### src/rtl/pixel_scaler.sv
// Integer image scaler: streams a source frame out of a synchronous ROM and writes a
// replicated, decimated or block-averaged copy into the frame buffer in raster order.
module pixel_scaler #(
    parameter int unsigned DATA_W    = 8,
    parameter int unsigned IN_W      = 160,
    parameter int unsigned IN_H      = 120,
    parameter int unsigned SHIFT     = 1,
    parameter int unsigned ROM_LAT   = 1,
    parameter int unsigned RD_ADDR_W = 15,
    parameter int unsigned WR_ADDR_W = 17
) (
    input  logic                 clk,
    input  logic                 rst,
    input  logic                 start,
    input  logic [1:0]           mode,
    output logic                 rd_en,
    output logic [RD_ADDR_W-1:0] rd_addr,
    input  logic [DATA_W-1:0]    rd_data,
    output logic                 wr_en,
    output logic [WR_ADDR_W-1:0] wr_addr,
    output logic [DATA_W-1:0]    wr_data,
    output logic                 busy,
    output logic                 done
);
    localparam int unsigned ACC_W = DATA_W + 2 * SHIFT;
    localparam int unsigned CNT_W = $clog2(((IN_W > IN_H) ? IN_W : IN_H) << SHIFT) + 1;
    localparam int unsigned ADR_W = RD_ADDR_W;

    localparam logic [CNT_W-1:0] OW_UP = CNT_W'((IN_W << SHIFT) - 1);
    localparam logic [CNT_W-1:0] OH_UP = CNT_W'((IN_H << SHIFT) - 1);
    localparam logic [CNT_W-1:0] OW_DN = CNT_W'((IN_W >> SHIFT) - 1);
    localparam logic [CNT_W-1:0] OH_DN = CNT_W'((IN_H >> SHIFT) - 1);

    typedef enum logic [1:0] {S_IDLE, S_RUN, S_DRAIN, S_DONE} state_t;

    state_t               state_q;
    logic                 avg_q, down_q, last_q;
    logic [CNT_W-1:0]     ox_q, oy_q, ox_d, oy_d;
    logic [SHIFT-1:0]     di_q, dj_q, di_d, dj_d;
    logic [ROM_LAT:0]     tv_q, tf_q, tl_q;
    logic [ACC_W-1:0]     acc_q, acc_d;
    logic [WR_ADDR_W-1:0] wr_cnt_q;
    logic                 rd_en_q, wr_en_q, busy_q, done_q;
    logic [RD_ADDR_W-1:0] rd_addr_q;
    logic [WR_ADDR_W-1:0] wr_addr_q;
    logic [DATA_W-1:0]    wr_data_q, wr_data_d;

    logic             avg_c, down_c, issue_c, pipe_empty_c;
    logic             sub_first_c, sub_last_c, ox_last_c, oy_last_c;
    logic [ADR_W-1:0] row_c, col_c, addr_c;

    // The first read is issued on the start edge, before mode is latched
    always_comb begin
        avg_c  = avg_q;
        down_c = down_q;
        if (state_q == S_IDLE) begin
            avg_c  = (mode == 2'd2);
            down_c = (mode == 2'd1) || (mode == 2'd2);
        end
    end

    always_comb begin
        issue_c      = ((state_q == S_IDLE) && start) || ((state_q == S_RUN) && !last_q);
        pipe_empty_c = ~|tv_q;
        sub_first_c  = !avg_c || ((di_q == '0) && (dj_q == '0));
        sub_last_c   = !avg_c || ((&di_q) && (&dj_q));
        ox_last_c    = (ox_q == (down_c ? OW_DN : OW_UP));
        oy_last_c    = (oy_q == (down_c ? OH_DN : OH_UP));
    end

    // Source address of the read about to be issued
    always_comb begin
        if (down_c) begin
            row_c = (ADR_W'(oy_q) << SHIFT) + ADR_W'(di_q);
            col_c = (ADR_W'(ox_q) << SHIFT) + ADR_W'(dj_q);
        end else begin
            row_c = ADR_W'(oy_q) >> SHIFT;
            col_c = ADR_W'(ox_q) >> SHIFT;
        end
        addr_c = row_c * ADR_W'(IN_W) + col_c;
    end

    // Walk dj, di, ox, oy; wraps back to zero after the final read of the frame
    always_comb begin
        ox_d = ox_q;
        oy_d = oy_q;
        di_d = di_q;
        dj_d = dj_q;
        if (!sub_last_c) begin
            dj_d = dj_q + SHIFT'(1);
            if (&dj_q) begin
                di_d = di_q + SHIFT'(1);
            end
        end else begin
            di_d = '0;
            dj_d = '0;
            if (ox_last_c) begin
                ox_d = '0;
                oy_d = oy_last_c ? '0 : oy_q + CNT_W'(1);
            end else begin
                ox_d = ox_q + CNT_W'(1);
            end
        end
    end

    always_comb begin
        acc_d     = (tf_q[ROM_LAT] ? ACC_W'(0) : acc_q) + ACC_W'(rd_data);
        wr_data_d = avg_q ? DATA_W'(acc_d >> (2 * SHIFT)) : rd_data;
    end

    always_ff @(posedge clk) begin
        if (rst) begin
            state_q   <= S_IDLE;
            avg_q     <= 1'b0;
            down_q    <= 1'b0;
            last_q    <= 1'b0;
            ox_q      <= '0;
            oy_q      <= '0;
            di_q      <= '0;
            dj_q      <= '0;
            tv_q      <= '0;
            tf_q      <= '0;
            tl_q      <= '0;
            acc_q     <= '0;
            wr_cnt_q  <= '0;
            rd_en_q   <= 1'b0;
            rd_addr_q <= '0;
            wr_en_q   <= 1'b0;
            wr_addr_q <= '0;
            wr_data_q <= '0;
            busy_q    <= 1'b0;
            done_q    <= 1'b0;
        end else begin
            // Tags ride alongside each read so the data can be matched ROM_LAT cycles later
            tv_q    <= {tv_q[ROM_LAT-1:0], issue_c};
            tf_q    <= {tf_q[ROM_LAT-1:0], sub_first_c};
            tl_q    <= {tl_q[ROM_LAT-1:0], sub_last_c};
            wr_en_q <= 1'b0;
            done_q  <= 1'b0;

            if (tv_q[ROM_LAT]) begin
                acc_q <= acc_d;
                if (tl_q[ROM_LAT]) begin
                    wr_en_q   <= 1'b1;
                    wr_addr_q <= wr_cnt_q;
                    wr_data_q <= wr_data_d;
                    wr_cnt_q  <= wr_cnt_q + WR_ADDR_W'(1);
                end
            end

            rd_en_q <= issue_c;
            if (issue_c) begin
                rd_addr_q <= addr_c;
                ox_q      <= ox_d;
                oy_q      <= oy_d;
                di_q      <= di_d;
                dj_q      <= dj_d;
                last_q    <= sub_last_c && ox_last_c && oy_last_c;
            end

            case (state_q)
                S_IDLE: begin
                    if (start) begin
                        state_q  <= S_RUN;
                        busy_q   <= 1'b1;
                        avg_q    <= avg_c;
                        down_q   <= down_c;
                        wr_cnt_q <= '0;
                    end
                end
                S_RUN: begin
                    if (last_q) begin
                        state_q <= S_DRAIN;
                    end
                end
                S_DRAIN: begin
                    if (pipe_empty_c) begin
                        state_q <= S_DONE;
                        done_q  <= 1'b1;
                        busy_q  <= 1'b0;
                    end
                end
                S_DONE: begin
                    state_q <= S_IDLE;
                end
                default: begin
                    state_q <= S_IDLE;
                end
            endcase
        end
    end

    assign rd_en   = rd_en_q;
    assign rd_addr = rd_addr_q;
    assign wr_en   = wr_en_q;
    assign wr_addr = wr_addr_q;
    assign wr_data = wr_data_q;
    assign busy    = busy_q;
    assign done    = done_q;

endmodule

### config.mk
export PLATFORM = sky130hd
export DESIGN_NAME = pixel_scaler
export DESIGN_NICKNAME = d
export VERILOG_FILES = /design/src/rtl/pixel_scaler.sv
export SDC_FILE = /design/constraint.sdc
export NUM_CORES = 1
export LEC_CHECK = 0
export CORE_MARGIN = 4
export CORE_UTILIZATION = 40
export DETAILED_ROUTE_END_ITERATION = 6
export PLACE_DENSITY = 0.68
export SLEW_MARGIN = 10
export SYNTH_ARGS = -nofsm -noshare
export SYNTH_HDL_FRONTEND = slang
export SYNTH_SLANG_ARGS = --single-unit
### constraint.sdc
create_clock -name clk -period 3.8 [get_ports clk]
set_input_delay 0.76 -clock clk [delete_from_list [all_inputs] [get_ports clk]]
set_output_delay 0.76 -clock clk [all_outputs]
set_load 0.01 [all_outputs]
* Word level (Yosys, flattened, before mapping)
Cells that the tools add are included.
** Storage, ports and cells
- Bits of input ports :: 13
- Register bits after elaboration :: 104
** Operators by class
- Multipliers :: 1
- Mux-type cells :: 26
- Reductions and logical operators :: 25
- Eq/ne operators :: 10
- Add/subtract/negate cells :: 9
- Bitwise operators :: 4
** Operators by type and width (count)
- 17-bit two-way mux :: 4
- 10-bit two-way mux :: 3
- 11-bit by 1-bit adder with 12-bit output :: 2
- 12-bit two-way mux :: 2
- 10-bit by 1-bit adder with 10-bit output (second input constant) :: 2
- 17-bit by 1-bit adder with 17-bit output (second input constant) :: 1
- 8-bit two-way mux :: 2
- 15-bit adder :: 1
- 15-bit by 3-bit multiplier with 10-bit output (second input constant) :: 1
- 10-bit by 8-bit adder with 10-bit output :: 1
- 10-bit by 8-bit == test with 1-bit output :: 1
- 10-bit by 9-bit == test with 1-bit output :: 1
- 1-bit two-way mux :: 9
- 9-bit two-way mux :: 1
- 3-bit AND reduction :: 3
- 2-bit case mux with 4 select lines :: 1
- 2-bit AND reduction :: 4
- 2-bit == test (second input constant) :: 3
- 1-bit logical AND :: 6
- 2-bit two-way mux :: 3
- 2-bit inequality test (second input constant) :: 3
- 2-bit OR reduction :: 3
- 2-bit by 1-bit == test with 1-bit output (second input constant) :: 2
- 1-bit logical OR :: 4
- other kinds (6) :: 12

* Longest topological paths before layout
Gate-level depths: netlist of run 1.
- Depth in word-level cells :: 7
- Mapped depth :: 19
- Depth with buffers taken out :: 17

* Least setup slack after synthesis of run 1
Ideal clock, no wire load.
- Path kind :: input to register
- Start point :: in mode[0]
- End point :: reg rd_addr_q[12] (netlist: rd_addr[12])
- Data required time :: 3.709 ns
- Setup time :: 0.091 ns
- Buffers on the path :: 1
- Slack :: -0.298 ns
- Data arrival time :: 4.007 ns
- Cell stages on the path :: 15
- Cell sequence :: inv_1 > ha_1 > nand2_1 > nand2_2 > buf_2 > mux2_2 > ha_1 > inv_1 > fa_1 > inv_1 > ha_1 > or3_1 > a21oi_1 > o21ai_0 > a311oi_1
** On the way
- Cells in the longest elaborated chain, start to end :: 6
- Elaborated cells between the ends (all ways) :: 8
** RTL lines
- start, declared :: line 15 : input logic [1:0] mode,
- 2-bit by 1-bit == test with 1-bit output or 2-bit == test (tied branches) :: line 58 : down_c = (mode == 2'd1) || (mode == 2'd2);
- 1-bit logical OR (*) :: line 58
- 1-bit two-way mux (*) :: line 56 : if (state_q == S_IDLE) begin
- 12-bit two-way mux :: line 73 : if (down_c) begin
- 15-bit by 3-bit multiplier with 10-bit output :: line 80 : addr_c = row_c * ADR_W'(IN_W) + col_c;
- 15-bit adder (*) :: line 80
- end signal, assigned :: line 153 : rd_addr_q <= addr_c;
- end, declared :: line 44 : logic [RD_ADDR_W-1:0] rd_addr_q;
Every way passes the cells marked *; elsewhere a longest branch is shown, timed or not.
A chain may end at the register's enable or synchronous reset.

* Worst setup path in the final report of run 1
- Start point :: in mode[0]
- End point :: reg rd_addr_q[10] (netlist: rd_addr[10])
Same word-level chain as after synthesis.

==> flow_metrics.tcl, run 1 <==
set metrics [dict create \
    p_leak_nw 2.641 \
    first_pass_iters 4 \
    fin_crit_ps 3688 \
    core_area_sq_um 13350 \
    area_growth_pct 23.94 \
    nets 758 \
    grt_first_pass_wirelength_mm 20.91 \
    die_height_um 125.3 \
    timing.rr.end "rd_addr[12]$_SDFFE_PP0P_" \
    drive_above_1_share_pct 12.34 \
    yosysWarnings 0 \
    ys_seq_area_share_pct 37.46 \
    synth_area_sq_um 5504 \
    fmax_ghz 0.2711 \
    timing.final.crit_share_pct 97.06 \
    insertion_delay_ps 350 \
    crit_required_ps 4080 \
    clock_path_buffers 2 \
    path_clk_slew_ps 80 \
    first_global_vias 4585 \
    die_w_um 125.3 \
    synthFlopType "dfxtp_1" \
    via_count 4590 \
    p_seq_share_pct 38.8 \
    vias_per_cell 5.163 \
    wl_mm 12.22 \
    r2r_start "state_q[0]$_SDFFE_PP0P_" \
    routedWlPerCell_um 13.74 \
    detail-route-antenna-nets 0 \
    crit_path_max_fanout 4 \
    end_kind "flip-flop" \
    synth_edf_count 0 \
    rows 42 \
    outcome "complete, no violations" \
    power_density_nw_per_um2 472.8 \
    internal-power_mw 2.176 \
    crit_type "in2reg" \
    synthCells 641 \
    grt_usage_pct 15.78 \
    gp_congestion 0.8144 \
    hold_class "reg2reg" \
    post-route-util_pct 51.11 \
    holdPathStages 1 \
    io-pin-count 57 \
    ir_drop_mv 0.2530 \
    cp.arrival_ps 3970 \
    switching_share_pct 32.52 \
    worst_pin_slew_ps 712.3 \
    min_to "tl_q[1]$_SDFF_PP0_" \
    ys_ff_latch 103 \
    yosys.cell_types.count 59 \
    hp-start "tl_q[0]$_SDFF_PP0_" \
    cp-start-kind "primary input" \
    rsz0062_at_grt "no" \
    rr_worst_depth 15 \
    hold_violations 0 \
    async_reset_ff_share_pct 0 \
    cts_made_buffers 9 \
    tns_ps 0 \
    p_comb_share_pct 30.2 \
    cap_viol_max_count 0 \
    cts_sinks 103 \
    portBuffers 56 \
    finalSetupViolCount 0 \
    cts_tree "yes" \
    grt_start_max_net_pins 33 \
    start_util_pct 41.24 \
    dp_hpwl_mm 8.869 \
    p_clk_share_pct 30.9 \
    num_antenna_cells 0 \
    htreeDepth 3 \
    synth.net_count 691 \
    drc 0 \
    die_area_sq_um 15700 \
    skew_ps 10.29 \
    clock_tree.root_cell "clkbuf_16" \
    rrSetupSlack_ps 180 \
    synth.avg_cell_area_sq_um 8.587 \
    grt-ovfl-total 0 \
    drt_iter0_drc 271 \
    switchingPower_mw 1.049 \
    antenna_found_initial 0 \
    drv_slew 0 \
    relSlewSlack_pct 52.51 \
]
critical path, cell delays in order:
cell and delay [ps]:
dlygate4sd2_1 240, inv_2 60, ha_4 210, nand2_4 70, nand2_4 70, buf_4 140, inv_2 70, mux2_4 310
ha_1 230, ha_4 170, inv_1 80, fa_2 420, inv_2 80, ha_4 210, o21a_1 200, buf_4 140
a221o_1 340, a21oi_1 160
synthesized netlist by cell type, types with 3 or more instances:
cell type | number | area share, %
nor2b_1 | 14 | 1.6
ha_1 | 34 | 7.7
dfxtp_1 | 103 | 37
nor3_1 | 6 | 0.55
buf_6 | 4 | 0.82
nand4_1 | 15 | 1.7
nand2_1 | 75 | 5.1
mux2_2 | 11 | 2.3
fa_1 | 3 | 1.1
buf_1 | 6 | 0.41
xnor2_1 | 15 | 2.4
xor2_1 | 28 | 4.5
nand3_1 | 13 | 1.2
nor2_1 | 83 | 5.7
mux2i_1 | 25 | 4.5
clkbuf_1 | 15 | 1.0
a21oi_1 | 47 | 4.3
o21a_1 | 3 | 0.41
and3_1 | 10 | 1.1
and2_1 | 5 | 0.57
nand2b_1 | 6 | 0.68
a211oi_1 | 19 | 2.6
o21ai_0 | 15 | 1.4
buf_2 | 5 | 0.45
nand3b_1 | 3 | 0.41
a21o_1 | 6 | 0.82
inv_1 | 21 | 1.4
or3_1 | 11 | 1.3
worst max path at each step:
stage	from	end	slack, ps	cells after the start
floorplan	mode[0]	rd_addr[12]$_SDFFE_PP0P_	9	15
global placement	mode[0]	rd_addr[12]$_SDFFE_PP0P_	-440	16
detailed placement	mode[0]	rd_addr[12]$_SDFFE_PP0P_	-550	16
CTS	state_q[0]$_SDFFE_PP0P_	rd_addr[12]$_SDFFE_PP0P_	120	15
global route	mode[0]	rd_addr[10]$_SDFFE_PP0P_	9	18
finish	mode[0]	rd_addr[10]$_SDFFE_PP0P_	110	18
area by class of cell:
class	count	area [sq um]
Inverter	21	78.83
Clock inverter	6	87.58
Sequential cell	103	2062
Multi-Input combinational cell	485	3337
Timing Repair Buffer	88	797.0
Clock buffer	10	239.0
Fill cell	1274	6526
Tap cell	176	220.2
registers in the layout, summed over array words and instances, names as in the netlist, 2 cells and up:
register  cells
acc_q        10
ox_q         10
oy_q         10
rd_addr      15
state_q       2
tf_q          2
tl_q          2
tv_q          2
wr_addr      17
wr_cnt_q     17
wr_data       8
metal layers:
layer	global-route usage (%)	vias to the layer above	routed length, um
li1	-	2345	-
met1	18.60	2148	5468
met2	27.93	85	6096
met3	4.563	12	513
met4	4.464	0	142
met5	0	-	0
metrics by stage:
step	hold slack (ps)	cells	total power, mW	cell area [sq um]	setup WS, ps
6_report	437.8	889	3.225	6822	111.6
5_1_grt	464.0	889	3.405	6822	9.021
4_1_cts	445.5	888	3.255	6798	121.0
3_5_place_dp	434.0	870	2.226	6405	-548.4
3_3_place_gp	415.9	870	2.195	6405	-437.1
2_1_floorplan	413.8	641	1.912	5582	9.116
power groups by stage:
stage	Sequential, mW	Combinational, mW	Clock (mW)
6_report	1.25	0.975	0.998
5_1_grt	1.27	1.07	1.07
4_1_cts	1.25	0.975	1.03
3_5_place_dp	1.28	0.950	0
3_3_place_gp	1.27	0.923	0
2_1_floorplan	1.28	0.632	0
placed cells by master, fill, tap and decap left out, drive strengths merged, types with 10 or more instances in the layout:
cell	synthesis	routed
dfxtp	103	103
nor2	83	83
nand2	76	76
clkdlybuf4s50	0	53
a21oi	48	48
ha	34	34
buf	17	33
xor2	28	28
mux2i	25	25
inv	21	24
a211oi	20	20
o21ai	16	16
nand4	15	15
xnor2	15	15
nor2b	14	14
nand3	13	13
mux2	12	12
or3	11	11
and3	10	10
clkbuf	15	10
kinds of logic after synthesis:
| family | synth area share [%] |
|---|---|
| AO/OA/AOI/OAI | 13.46 |
| XOR/XNOR | 6.843 |
| adder cells (fa/ha/maj) | 8.820 |
| buffers and inverters | 4.410 |
| flip-flops | 37.46 |
| multiplexers | 7.070 |
| AND/OR/NAND/NOR | 21.94 |
repair_timing:
| action | in CTS | in global routing |
|---|---|---|
| hold endpoints to repair | 0 | 0 |
| endpoints found under the setup margin | 6 | 3 |
| hold buffers | 0 | 0 |
| setup buffers | 2 | 1 |
| gates resized for setup | 16 | 3 |
| pin swaps | 8 | 0 |
Power figures use the tool's default switching activity.
==> run 2, diff against run 1 <==
--- a/config.mk
+++ b/config.mk
@@ -5,7 +5,6 @@
 export SDC_FILE = /design/constraint.sdc
 export NUM_CORES = 1
 export LEC_CHECK = 0
-export CORE_MARGIN = 4
 export CORE_UTILIZATION = 40
 export DETAILED_ROUTE_END_ITERATION = 6
 export PLACE_DENSITY = 0.68
==> run 2 against run 1 <==
Largest cell class unchanged. Power decreased by 2.3%. Clock power decreased by 6.5%. Non-clock buffer count decreased by 2. Critical path depth unchanged. Global-route usage increased by 2.0 points. Fmax increased by 0.49%.
==> flow_metrics.tcl, run 2 (synthesis gave the netlist of run 1 again) <==
set metrics [dict create \
    dpl_worst_slack_ps -550.6 \
    fin_hold_ws_ps 440.2 \
    nets 756 \
    fin_crit_ps 3670 \
    fillers 1245 \
    cp-startpoint "mode[0]" \
    grt_usage_pct 17.82 \
    io-pin-count 57 \
    wl_mm 11.93 \
    crit_type "in2reg" \
    switching_share_pct 33.60 \
    power_density_nw_per_um2 466.0 \
    drt_iter0_drc 304 \
    portBuffers 56 \
    hold_buffers 0 \
    start_util_pct 41.24 \
    critical-path-max-stage-delay_ps 430 \
    die_w_um 119.3 \
    timing.rr.end "rd_addr[12]$_SDFFE_PP0P_" \
    cp_top_family "adder cells" \
    p_comb_share_pct 30.7 \
    core_area_sq_um 13350 \
    cp.arrival_ps 3940 \
    clock_tree.root_cell "clkbuf_16" \
    gp_congestion 0.8341 \
    crit_required_ps 4070 \
    layout_commonest_cell "dfxtp_1" \
    timing.final.crit_share_pct 96.58 \
    vias_per_cell 5.187 \
    p_leak_nw 2.604 \
    htreeDepth 3 \
    skew_ps 4.786 \
    num_antenna_cells 0 \
    switchingPower_mw 1.058 \
    grt-ovfl-total 0 \
    cap_viol_max_count 0 \
    cp_cell_sequence "dlygate4sd2_1 -> inv_2 -> ha_4 -> nand2_4 -> nand2_4 -> buf_4 -> inv_1 -> mux2_2 -> ha_1 -> ha_2 -> inv_1 -> fa_2 -> inv_2 -> ha_4 -> o21a_4 -> buf_4 -> a221o_1 -> a21oi_1" \
    cts_made_buffers 9 \
    ir_drop_mv 0.2608 \
    final_cell_mix "dfxtp_1 (103), nor2_1 (83), nand2_1 (72), clkdlybuf4s50_1 (53), a21oi_1 (46)" \
    rrSetupSlack_ps 210 \
    drive_above_1_share_pct 11.81 \
    hold_class "reg2reg" \
    clock_path_buffers 2 \
    path_buf_inv 7 \
    power_mw 3.150 \
    crit_path_max_fanout 4 \
    p_seq_share_pct 39.7 \
    worst_pin_slew_ps 759.0 \
    cp-endpoint "rd_addr[10]$_SDFFE_PP0P_" \
    area_growth_pct 22.80 \
    first_pass_iters 5 \
    die_area_sq_um 14230 \
    rsz0062_at_grt "no" \
    hold_violations 0 \
    internal-power_mw 2.091 \
    drc 0 \
    crit_slowest_cell "fa_2" \
    path_clk_slew_ps 80 \
    detail-route-antenna-nets 0 \
    cp_num_cells 18 \
    finalSetupViolCount 0 \
    routedWlPerCell_um 13.45 \
    r2r_start "state_q[1]$_SDFFE_PP0P_" \
    insertion_delay_ps 350 \
    p_clk_share_pct 29.6 \
    rr_worst_depth 15 \
    outcome "complete, no violations" \
    die_height_um 119.3 \
    drv_slew 0 \
    end_kind "flip-flop" \
    fmax_ghz 0.2725 \
    grt_start_max_net_pins 73 \
    grt_first_pass_wirelength_mm 20.78 \
    rows 42 \
    relSlewSlack_pct 49.40 \
    cts_tree "yes" \
    antenna_found_initial 0 \
    first_global_vias 4537 \
    setup_ws_ps 129.8 \
    cts_sinks 103 \
    cp-start-kind "primary input" \
    via_count 4601 \
    dp_hpwl_mm 8.521 \
]
-- run 2: cell count changes in the layout (fill, tap and decap cells not counted), moves of 2 or more --
cell / previous run / this run
inv_6: 0 / 4
inv_8: 3 / 1
xnor2_1: 13 / 15
xnor2_2: 2 / 0
-- run 2: repair_timing --
item                                    4_1_cts  5_1_grt
endpoints found under the setup margin        6        5
buffers inserted                              2        0
gates resized for setup                      10        4
pin swaps                                     7        3
-- run 2: final cells by class --
type                       instances  area [sq um]  area share [%]
clock inverter                     7         78.83           1.166
tap                              176         220.2           3.258
clock buffer                       9         225.2           3.332
timing repair buffer              86         778.2           11.51
multi-input combinational        485          3316           49.06
sequential                       103          2062           30.51
inverter                          21         78.83           1.166
-- run 2: per-stage QoR --
step / util [%] / std cells / instance area [sq um] / setup TNS [ps]
floorplan: - / 641 / 5582 / 0
global placement: 47.93 / 869 / 6397 / -2365
detailed placement: 47.93 / 869 / 6397 / -2792
CTS: 50.52 / 887 / 6743 / 0
global route: 50.64 / 887 / 6759 / 0
finish: 50.64 / 887 / 6759 / 0
-- run 2: worst min-delay path by stage --
stage | startpoint | depth (start not counted) | slack [ps] | end
detailed placement | tf_q[0]$_SDFF_PP0_ | 1 | 430 | tf_q[1]$_SDFF_PP0_
global placement | tl_q[0]$_SDFF_PP0_ | 1 | 420 | tl_q[1]$_SDFF_PP0_
floorplan | tf_q[0]$_SDFF_PP0_ | 1 | 410 | tf_q[1]$_SDFF_PP0_
CTS | tf_q[0]$_SDFF_PP0_ | 1 | 440 | tf_q[1]$_SDFF_PP0_
finish | tf_q[0]$_SDFF_PP0_ | 1 | 440 | tf_q[1]$_SDFF_PP0_
global route | tf_q[0]$_SDFF_PP0_ | 1 | 470 | tf_q[1]$_SDFF_PP0_
-- run 2: metal layers --
| layer | wire length [um] | track usage (%) | up-vias |
|---|---|---|---|
| li1 | - | - | 2353 |
| met1 | 5386 | 21.29 | 2161 |
| met2 | 6012 | 32.01 | 74 |
| met3 | 409 | 4.119 | 13 |
| met4 | 119 | 4.375 | 0 |
| met5 | 0 | 0 | - |
-- run 2: power groups by stage --
stage / sequential (mW) / clock (mW) / combinational, mW
after floorplan: 1.28 / 0 / 0.632
after global placement: 1.27 / 0 / 0.919
after detailed placement: 1.28 / 0 / 0.948
after CTS: 1.25 / 0.954 / 0.963
after global routing: 1.26 / 1.00 / 1.07
final: 1.25 / 0.933 / 0.966
